[src/rtl/mdio_pkg.sv]
// mdio_pkg
// Shared definitions for the Clause-22 MDIO PHY responder: opcode values,
// register indices that get special treatment, and the frame FSM encoding.
package mdio_pkg;

    localparam logic [1:0] OP_READ  = 2'b10;
    localparam logic [1:0] OP_WRITE = 2'b01;

    localparam logic [4:0] REG_CTRL = 5'd0;
    localparam logic [4:0] REG_ID1  = 5'd2;
    localparam logic [4:0] REG_ID2  = 5'd3;

    typedef enum logic [2:0] {
        S_IDLE,
        S_ST,
        S_OP,
        S_PHYAD,
        S_REGAD,
        S_TA,
        S_DATA
    } mdio_state_t;

endpackage

[src/rtl/mdio_sync_edge.sv]
// mdio_sync_edge
// Two-flop synchronizer for a pin that is asynchronous to clk, followed by
// one edge-history flop so that single-cycle rise/fall pulses can be formed.
// Ports:
//   clk, reset_n : system clock, asynchronous active-low reset
//   din          : asynchronous input pin
//   level        : synchronized level of din
//   rise, fall   : one-clk pulses on a synchronized 0->1 / 1->0 transition
module mdio_sync_edge (
    input  logic clk,
    input  logic reset_n,
    input  logic din,
    output logic level,
    output logic rise,
    output logic fall
);

    // sync_sh[1:0] is the synchronizer; sync_sh[2] holds the previous level.
    logic [2:0] sync_sh;

    always_ff @(posedge clk or negedge reset_n) begin
        if (!reset_n) begin
            sync_sh <= 3'b000;
        end else begin
            sync_sh <= {sync_sh[1:0], din};
        end
    end

    assign level = sync_sh[1];
    assign rise  = sync_sh[1] & ~sync_sh[2];
    assign fall  = ~sync_sh[1] & sync_sh[2];

endmodule

[src/rtl/mdio_phy_responder.sv]
// mdio_phy_responder
// Clause-22 MDIO management responder (PHY side). MDC/MDIO are oversampled on
// clk, frames addressed to PHY_ADDR are decoded, and a 32 x 16-bit register
// file is served. MDIO is driven through an active-low output enable.
// Ports:
//   clk, reset_n   : system clock, asynchronous active-low reset
//   mdc, mdio_in   : management clock and MDIO pin value from the MAC side
//   mdio_out       : MDIO drive value
//   mdio_oen       : MDIO output enable, active low (0 = drive)
//   reg_wr_valid   : one-clk pulse per accepted register write
//   reg_wr_addr    : register index of that write
//   reg_wr_data    : data of that write
module mdio_phy_responder
    import mdio_pkg::*;
#(
    parameter logic [4:0]  PHY_ADDR     = 5'd1,
    parameter logic [15:0] PHY_ID1      = 16'h0141,
    parameter logic [15:0] PHY_ID2      = 16'h0CC2,
    parameter logic [15:0] REG0_DEFAULT = 16'h1140,
    parameter int          PREAMBLE_LEN = 32
) (
    input  logic        clk,
    input  logic        reset_n,
    input  logic        mdc,
    input  logic        mdio_in,
    output logic        mdio_out,
    output logic        mdio_oen,
    output logic        reg_wr_valid,
    output logic [4:0]  reg_wr_addr,
    output logic [15:0] reg_wr_data
);

    localparam logic [5:0] PRE_MAX = PREAMBLE_LEN[5:0];

    logic mdc_rise, mdc_fall, mdc_level_unused;
    logic mdio_bit, mdio_rise_unused, mdio_fall_unused;

    mdio_state_t state, state_next;
    logic [5:0]  pre_cnt;
    logic [3:0]  bit_cnt;
    logic        op_msb;
    logic        is_read;
    logic        addr_match;
    logic [3:0]  phyad_sh;
    logic [4:0]  regad;
    logic [14:0] data_sh;
    logic [15:0] regs [32];
    logic [15:0] rd_data;
    logic        wr_fire;
    logic [15:0] wr_word;

    mdio_sync_edge u_mdc_sync (
        .clk     (clk),
        .reset_n (reset_n),
        .din     (mdc),
        .level   (mdc_level_unused),
        .rise    (mdc_rise),
        .fall    (mdc_fall)
    );

    // Only the level of MDIO matters; it is sampled on mdc_rise.
    mdio_sync_edge u_mdio_sync (
        .clk     (clk),
        .reset_n (reset_n),
        .din     (mdio_in),
        .level   (mdio_bit),
        .rise    (mdio_rise_unused),
        .fall    (mdio_fall_unused)
    );

    always_ff @(posedge clk or negedge reset_n) begin
        if (!reset_n) begin
            state <= S_IDLE;
        end else begin
            state <= state_next;
        end
    end

    // Field sequencing: every transition happens on a sampled MDC rising edge.
    always_comb begin
        state_next = state;
        if (mdc_rise) begin
            case (state)
                S_IDLE:  if (!mdio_bit && pre_cnt >= PRE_MAX) state_next = S_ST;
                S_ST:    state_next = mdio_bit ? S_OP : S_IDLE;
                S_OP: begin
                    if (bit_cnt == 4'd1) begin
                        if ({op_msb, mdio_bit} == OP_READ || {op_msb, mdio_bit} == OP_WRITE)
                            state_next = S_PHYAD;
                        else
                            state_next = S_IDLE;
                    end
                end
                S_PHYAD: if (bit_cnt == 4'd4)  state_next = S_REGAD;
                S_REGAD: if (bit_cnt == 4'd4)  state_next = S_TA;
                S_TA:    if (bit_cnt == 4'd1)  state_next = S_DATA;
                S_DATA:  if (bit_cnt == 4'd15) state_next = S_IDLE;
                default: state_next = S_IDLE;
            endcase
        end
    end

    assign wr_word = {data_sh, mdio_bit};
    assign wr_fire = mdc_rise && (state == S_DATA) && (bit_cnt == 4'd15) && !is_read && addr_match;

    // Read view: ID registers are constants, and the self-clearing soft-reset
    // bit of the control register always reads back as 0.
    always_comb begin
        rd_data = regs[regad];
        if (regad == REG_ID1)       rd_data = PHY_ID1;
        else if (regad == REG_ID2)  rd_data = PHY_ID2;
        else if (regad == REG_CTRL) rd_data = {1'b0, regs[0][14:0]};
    end

    // Frame datapath: counters and field shift registers advance on mdc_rise,
    // the MDIO driver changes only on mdc_fall.
    always_ff @(posedge clk or negedge reset_n) begin
        if (!reset_n) begin
            pre_cnt      <= 6'd0;
            bit_cnt      <= 4'd0;
            op_msb       <= 1'b0;
            is_read      <= 1'b0;
            addr_match   <= 1'b0;
            phyad_sh     <= 4'd0;
            regad        <= 5'd0;
            data_sh      <= 15'd0;
            mdio_out     <= 1'b0;
            mdio_oen     <= 1'b1;
            reg_wr_valid <= 1'b0;
            reg_wr_addr  <= 5'd0;
            reg_wr_data  <= 16'd0;
        end else begin
            reg_wr_valid <= 1'b0;
            if (mdc_rise) begin
                bit_cnt <= (state_next != state) ? 4'd0 : bit_cnt + 4'd1;
                case (state)
                    S_IDLE: begin
                        if (mdio_bit) begin
                            if (pre_cnt < PRE_MAX) pre_cnt <= pre_cnt + 6'd1;
                        end else begin
                            pre_cnt <= 6'd0;
                        end
                    end
                    S_OP: begin
                        op_msb <= mdio_bit;
                        if (bit_cnt == 4'd1) is_read <= ({op_msb, mdio_bit} == OP_READ);
                    end
                    S_PHYAD: begin
                        phyad_sh <= {phyad_sh[2:0], mdio_bit};
                        if (bit_cnt == 4'd4) addr_match <= ({phyad_sh, mdio_bit} == PHY_ADDR);
                    end
                    S_REGAD: regad <= {regad[3:0], mdio_bit};
                    S_DATA: begin
                        data_sh <= {data_sh[13:0], mdio_bit};
                        if (wr_fire) begin
                            reg_wr_valid <= 1'b1;
                            reg_wr_addr  <= regad;
                            reg_wr_data  <= wr_word;
                        end
                    end
                    default: ;
                endcase
            end
            if (mdc_fall) begin
                if (state == S_TA && bit_cnt == 4'd1 && is_read && addr_match) begin
                    mdio_oen <= 1'b0;
                    mdio_out <= 1'b0;
                end else if (state == S_DATA && is_read && addr_match) begin
                    mdio_oen <= 1'b0;
                    mdio_out <= rd_data[~bit_cnt];
                end else begin
                    mdio_oen <= 1'b1;
                    mdio_out <= 1'b0;
                end
            end
        end
    end

    // Register file. A control write with bit 15 set reloads every register
    // to its default instead of storing the written value.
    always_ff @(posedge clk or negedge reset_n) begin
        if (!reset_n) begin
            for (int i = 0; i < 32; i++) regs[i] <= (i == 0) ? REG0_DEFAULT : 16'h0000;
        end else if (wr_fire) begin
            if (regad == REG_CTRL && wr_word[15]) begin
                for (int i = 0; i < 32; i++) regs[i] <= (i == 0) ? REG0_DEFAULT : 16'h0000;
            end else if (regad != REG_ID1 && regad != REG_ID2) begin
                regs[regad] <= wr_word;
            end
        end
    end

endmodule

[config.mk]
export PLATFORM = sky130hd
export DESIGN_NAME = mdio_phy_responder
export DESIGN_NICKNAME = d
export VERILOG_FILES = /design/src/rtl/mdio_pkg.sv /design/src/rtl/mdio_sync_edge.sv /design/src/rtl/mdio_phy_responder.sv
export SDC_FILE = /design/constraint.sdc
export NUM_CORES = 1
export LEC_CHECK = 0
export BUFFER_PORTS_ARGS = -buffer_cell sky130_fd_sc_hd__buf_2
export CAP_MARGIN = 20
export CELL_PAD_IN_SITES_DETAIL_PLACEMENT = 1
export CELL_PAD_IN_SITES_GLOBAL_PLACEMENT = 2
export CORE_ASPECT_RATIO = 1.25
export CORE_MARGIN = 8
export CORE_UTILIZATION = 44
export CTS_BUF_LIST = sky130_fd_sc_hd__clkbuf_2
export CTS_CLUSTER_DIAMETER = 80
export CTS_CLUSTER_SIZE = 14
export DETAILED_ROUTE_END_ITERATION = 8
export HOLD_SLACK_MARGIN = 0.06
export PLACE_DENSITY_LB_ADDON = 0.12
export SYNTH_ARGS = -nofsm -noshare
export SYNTH_HDL_FRONTEND = slang
export SYNTH_SLANG_ARGS = --single-unit
[constraint.sdc]
create_clock -name clk -period 5.35 [get_ports clk]
set_input_delay 0 -clock clk [delete_from_list [all_inputs] [get_ports clk]]
set_output_delay 0 -clock clk [all_outputs]
set_load 0.03 [all_outputs]
=== After elaboration in Yosys (flattened, before gate mapping) ===
Index checks and enable logic that the tools add are counted.

* Bits in registers: 581
* Input port bits: 4
* Logic and storage cells: 140

* $add $sub $neg: 2
* Magnitude comparators: 5
* Equality and inequality tests: 18
* Muxes and demuxes: 33
* Bitwise operators: 6
* Reductions and logical operators: 28

{| class="wikitable"
|+ Operators with widths
! operator !! count
|-
| $mux W512 || 2
|-
| $bwmux W512 || 1
|-
| $mux W16 || 6
|-
| $bmux W16 S5 || 1
|-
| $demux W16 S5 || 1
|-
| $mux W3 || 7
|-
| $pmux W3 S7 || 1
|-
| $logic_and A1 B1 Y1 || 13
|-
| $ge A6 B6 Y1 const B || 2
|-
| $mux W6 || 2
|-
| $reduce_and A3 Y1 || 4
|-
| $eq A5 B2 Y1 const B || 2
|-
| $ne A5 B2 Y1 const B || 2
|-
| $reduce_and A2 Y1 || 5
|-
| $eq A3 B3 Y1 const B || 3
|-
| $mux W1 || 8
|-
| $add A6 B1 Y6 const B || 1
|-
| $eq A3 B2 Y1 const B || 2
|-
| $lt A6 B1 Y1 const B || 1
|-
| $lt A6 B6 Y1 const B || 1
|-
| $not A5 Y6 || 1
|-
| $eq A5 B1 Y1 const B || 1
|-
| $logic_not A5 Y1 || 1
|-
| $lt A4 B5 Y1 const B || 1
|-
| other kinds (19) || 23
|}

=== Depth between registers and ports, before layout ===
* Depth in word-level cells: 11
* Gate-level depth with buffers: 13
* Gate-level depth less buffers: 10

=== Hierarchy ===
Synthesis repeated with hierarchy kept, for this count alone.

* Cell total of the unflattened synthesis: 2197
* Area, all modules: 26271.4 µm²

{| class="wikitable"
|+ By module, submodules not included
! module !! times used !! cells an instance !! area each (µm²) !! sequential area each (µm²)
|-
| mdio_phy_responder || 1 || 2187 || 26091.3 || 14393.8
|-
| mdio_sync_edge || 2 || 5 || 90.1 || 75.1
|}

=== Worst setup path before layout ===
OpenSTA, ideal clock, no wires.

* Path type: flip-flop to flip-flop
* Start: reg regad[0]
* End: reg mdio_out
* Library setup time: 0.134 ns
* Arrival time: 2.232 ns
* Path slack: 2.984 ns
* Cell stages (with the launch flop): 11
* Path buffers: 3
* Period minus slack after synthesis: 2.366 ns
* Path through: dfrtp_1 > buf_6 > buf_12 > buf_8 > mux4_2 > a211oi_2 > o211ai_1 > o31ai_2 > o211ai_1 > nor4_2 > o41ai_2

* Cells in the longest elaborated chain, start to end: 11
* Elaborated cells on any way between the ends: 14
* Classes of those cells: eq/ne (2); mux (10); bitwise (1); reduce/logical (1)

{| class="wikitable"
|+ Ends and longest elaborated chain
! item !! RTL line !! source
|-
| start, declared || mdio_phy_responder.sv:45 || <nowiki>logic [4:0] regad;</nowiki>
|-
| start signal, assigned || mdio_phy_responder.sv:152 || <nowiki>S_REGAD: regad <= {regad[3:0], mdio_bit};</nowiki>
|-
| $not A5 Y6 (implied by the code) || mdio_phy_responder.sv:109 || <nowiki>rd_data = regs[regad];</nowiki>
|-
| $bmux W16 S5 || mdio_phy_responder.sv:109 ||
|-
| $mux W16 (implied by the code) (2 in a row) || mdio_phy_responder.sv:109 ||
|-
| $mux W16 || mdio_phy_responder.sv:112 || <nowiki>else if (regad == REG_CTRL) rd_data = {1'b0, regs[0][14:0]};</nowiki>
|-
| $mux W16 || mdio_phy_responder.sv:111 || <nowiki>else if (regad == REG_ID2) rd_data = PHY_ID2;</nowiki>
|-
| $mux W16 (*) || mdio_phy_responder.sv:110 || <nowiki>if (regad == REG_ID1) rd_data = PHY_ID1;</nowiki>
|-
| $bmux W1 S4 (*) || mdio_phy_responder.sv:170 || <nowiki>mdio_out <= rd_data[~bit_cnt];</nowiki>
|-
| $mux W1 (implied by the code) (*) || mdio_phy_responder.sv:170 ||
|-
| $mux W1 (*) || mdio_phy_responder.sv:168 || <nowiki>end else if (state == S_DATA && is_read && addr_match) begin</nowiki>
|-
| $mux W1 (*) || mdio_phy_responder.sv:165 || <nowiki>if (state == S_TA && bit_cnt == 4'd1 && is_read && addr_match) begin</nowiki>
|-
| end signal, assigned || mdio_phy_responder.sv:170 ||
|-
| end, declared || mdio_phy_responder.sv:26 || <nowiki>output logic mdio_out,</nowiki>
|}

Mark *: on every way between the ends. The rest lies on a longest branch, timed or not. The select of a mux whose other input is x is not followed.
A chain may end at the register's enable or synchronous reset.

=== Worst setup path in the final report ===
* Start: reg u_mdc_sync.sync_sh[2]
* End: reg regs[15] (netlist name)

* Cells in the longest elaborated chain, start to end: 7

{| class="wikitable"
|+ Ends and longest elaborated chain
! item !! RTL line !! source
|-
| start, declared || mdio_sync_edge.sv:19 || <nowiki>logic [2:0] sync_sh;</nowiki>
|-
| start signal, assigned || mdio_sync_edge.sv:25 || <nowiki>sync_sh <= {sync_sh[1:0], din};</nowiki>
|-
| $not A1 Y1 || mdio_sync_edge.sv:30 || <nowiki>assign rise = sync_sh[1] & ~sync_sh[2];</nowiki>
|-
| $and A1 B1 Y1 || mdio_sync_edge.sv:30 ||
|-
| $logic_and A1 B1 Y1 (4 in a row) || mdio_phy_responder.sv:104 || <nowiki>assign wr_fire = mdc_rise && (state == S_DATA) && (bit_cnt == 4'd15) && !is_read && addr_match;</nowiki>
|-
| $reduce_and A2 Y1 (no source line) || n/a ||
|-
| end signal, assigned by index || mdio_phy_responder.sv:188 || <nowiki>regs[regad] <= wr_word;</nowiki>
|-
| end, declared || mdio_phy_responder.sv:47 || <nowiki>logic [15:0] regs [32];</nowiki>
|}

No other way between the ends.

==> flow_summary.ini <==
[outcome]
status = complete, no violations

[clocking]
cts_buffers = 47
clock-root-buffer = clkbuf_2
clk_latency_ns = 1.18
cts_max_path_buffers = 3
clkTransAtPathRegs_ns = 0.26
ctsResizeCount = 0
cts_sinks = 581
cts_tree = built
cts_max_level = 2

[grt]
grt_pass1_vias = 19650
grt.overflow.total = 0
grt_first_pass_wirelength_um = 141600
antenna_found_initial = 2
grt_use_total_pct = 27.51
grt_max_degree = 191

[floorplan]
die-area_sq_mm = 0.06829
core_area_sq_mm = 0.05956
die_h_um = 290.2
initial_core_util_pct = 44.43
io_pins = 28
die_w_um = 235.3
num_rows = 100

[routing]
drt_iter0_markers = 1645
drc = 0
vias = 18950
drtPass1Iterations = 7
drt-total-wl_um = 95450
wl_per_cell_um = 34.01
vias_per_cell = 6.754
antenna_left = 0

[yosys]
syn_inst = 2085
synth_edf_count = 0
synth_top_area_share_pct = 54.57
synth_seq_cells = 581
yosysUniqueCellTypes = 78
ys_warn_count = 0
synth_largest_area_cell = dfrtp_1
ys.flop_type = dfrtp_1
synth-seq-area-share_pct = 54.96
synth_area_per_cell_sq_um = 12.69
synth_fp_nets = 2094
ys_top_cells_by_area = dfrtp_1 (55%), a22o_1 (15%), mux2i_1 (6.0%)
async_reset_ff_share_pct = 100.0
netlist_area_sq_mm = 0.02646

[layout]
fillers = 6141
syn_to_final_growth_pct = 3.906
final_cell_mix = dfrtp_1 (573), a22o_1 (442), mux2i_1 (158)
drive_gt1_share_pct = 15.40
nets = 2038
final_common_cell = dfrtp_1

[critical_path]
r2r-end = regs[15]
worstSetupStartpointType = flip-flop
worst_ep_arrival_time_ns = 5.06
crit_fanout = 32
endpoint_kind = flip-flop
reg2reg_slack_ns = 1.36
r2r_cells = 9
rr_startpoint = u_mdc_sync.sync_sh[2]
crit_required_ns = 6.42
critical_path_class = flip-flop to flip-flop

[timing]
finalHoldViolations = 0
fmax_mhz = 250.6
finalSetupViolations = 0
slew_violations = 0
finalSetupTns_ns = 0
max_slew_margin_pct = 23.51
min_period_over_period_pct = 74.59
rsz0062_at_grt = false
tightestPinTransition_ns = 1.147
fin_crit_ns = 3.991
fin_skew_ns = 0.1132

[worst_hold_path]
whs_path_depth = 0
hold_path_class = flip-flop to flip-flop
worstHoldEndpoint = u_mdio_sync.sync_sh[1]
holdCritStartpoint = u_mdio_sync.sync_sh[0]

[flow_run]
maxCapViolCount = 0

[power]
ir_drop_mv = 0.1783
power.total_mw = 6.482
leakage_nw = 12.13
power_density_mw_per_mm2 = 235.8

[place]
port-buffer-count = 27
gp_congestion = 0.9352
post-dp-hpwl_um = 61180
sequential cells by signal, indices dropped and copies added (netlist names), 4 cells and up:
register	count
bit_cnt	4
data_sh	15
phyad_sh	4
pre_cnt	6
reg_wr_addr	5
reg_wr_data	16
regad	5
regs	512
report_power, final:
group / internal [mW] / total [mW] / switching (mW)
combinational: 0.0674 / 0.260 / 0.193
clock: 0.314 / 1.76 / 1.45
sequential: 4.42 / 4.46 / 0.0400
cells by family (layout without fill, tap and decap cells):
family | count (synthesis) | count (layout) | synth area share [%]
AOI/OAI and AO/OA | 707 | 707 | 21.35
muxes | 251 | 251 | 11.85
other | 0 | 2 | 0
DFF | 581 | 581 | 54.96
buffers and inverters | 223 | 177 | 4.393
xor gates and xnor gates | 2 | 2 | 0.06621
adders and majority gates | 5 | 5 | 0.2364
and+or+nand+nor | 316 | 316 | 7.140
how the worst max path moves through the flow:
| stage | from | end | depth (start not counted) |
|---|---|---|---|
| global route | u_mdc_sync.sync_sh[1] | regs[15] | 9 |
| floorplan | regad[0] | mdio_out | 10 |
| detailed placement | u_mdc_sync.sync_sh[1] | regs[15] | 9 |
| global placement | u_mdc_sync.sync_sh[1] | regs[95] | 9 |
| finish | u_mdc_sync.sync_sh[2] | regs[15] | 9 |
| CTS | u_mdc_sync.sync_sh[2] | regs[367] | 9 |
synthesized netlist by cell type, types with 11 or more instances:
cell type,n
dfrtp_1,577
a22o_1,442
mux2i_1,158
nand2_1,98
clkbuf_1,94
o21ai_0,72
o22ai_1,68
nor2_1,62
buf_2,58
mux2_2,49
buf_4,44
mux4_2,41
nor2b_1,36
nor3_4,22
o21ai_2,20
a22oi_1,18
a21oi_1,17
nor4_1,14
nand3_1,13
nor3_1,12
inv_1,11
what timing repair did:
action,in CTS,in global routing
hold buffers,10,0
setup buffers,0,0
hold endpoints to repair,583,0
critical path: stages (launching register included):
cell and delay [ns]:
dfrtp_1 0.46, nor2b_1 0.49, and3_1 0.25, buf_4 0.28, and4bb_2 0.48, inv_1 0.17
a21oi_4 0.13, buf_4 0.47, and3_1 0.90, a22o_1 0.25
per-layer routing:
metal	global-route usage [%]	up-vias	routed length [um]
li1	-	7855	-
met1	36.64	10330	40540
met2	45.18	604	45910
met3	4.230	160	5041
met4	10.35	0	3952
met5	0	-	0
area by class of cell:
type,count,area [sq um],share of cell area [%]
Clock buffer,54,270.3,0.9829
Tap cell,765,957.2,3.481
Multi-Input combinational cell,1281,10760,39.15
Clock inverter,5,46.29,0.1684
Antenna cell,2,5.005,0.01820
Inverter,16,60.06,0.2184
Timing Repair Buffer,102,838.3,3.049
Sequential cell,581,14550,52.93
per-stage QoR:
step | util [%] | area [sq um] | setup WS, ns | hold WS [ns] | std cells
2_1_floorplan | - | 26460 | 2.984 | -0.2956 | 2085
4_1_cts | 46.12 | 27470 | 1.324 | 0.3943 | 2803
6_report | 46.17 | 27500 | 1.359 | 0.3913 | 2806
3_3_place_gp | 45.40 | 27040 | 1.477 | 0.06416 | 2734
5_1_grt | 46.16 | 27490 | 1.196 | 0.4042 | 2805
3_5_place_dp | 45.40 | 27040 | 1.431 | 0.06507 | 2734
No activity file was read; power rests on OpenSTA's default activity.
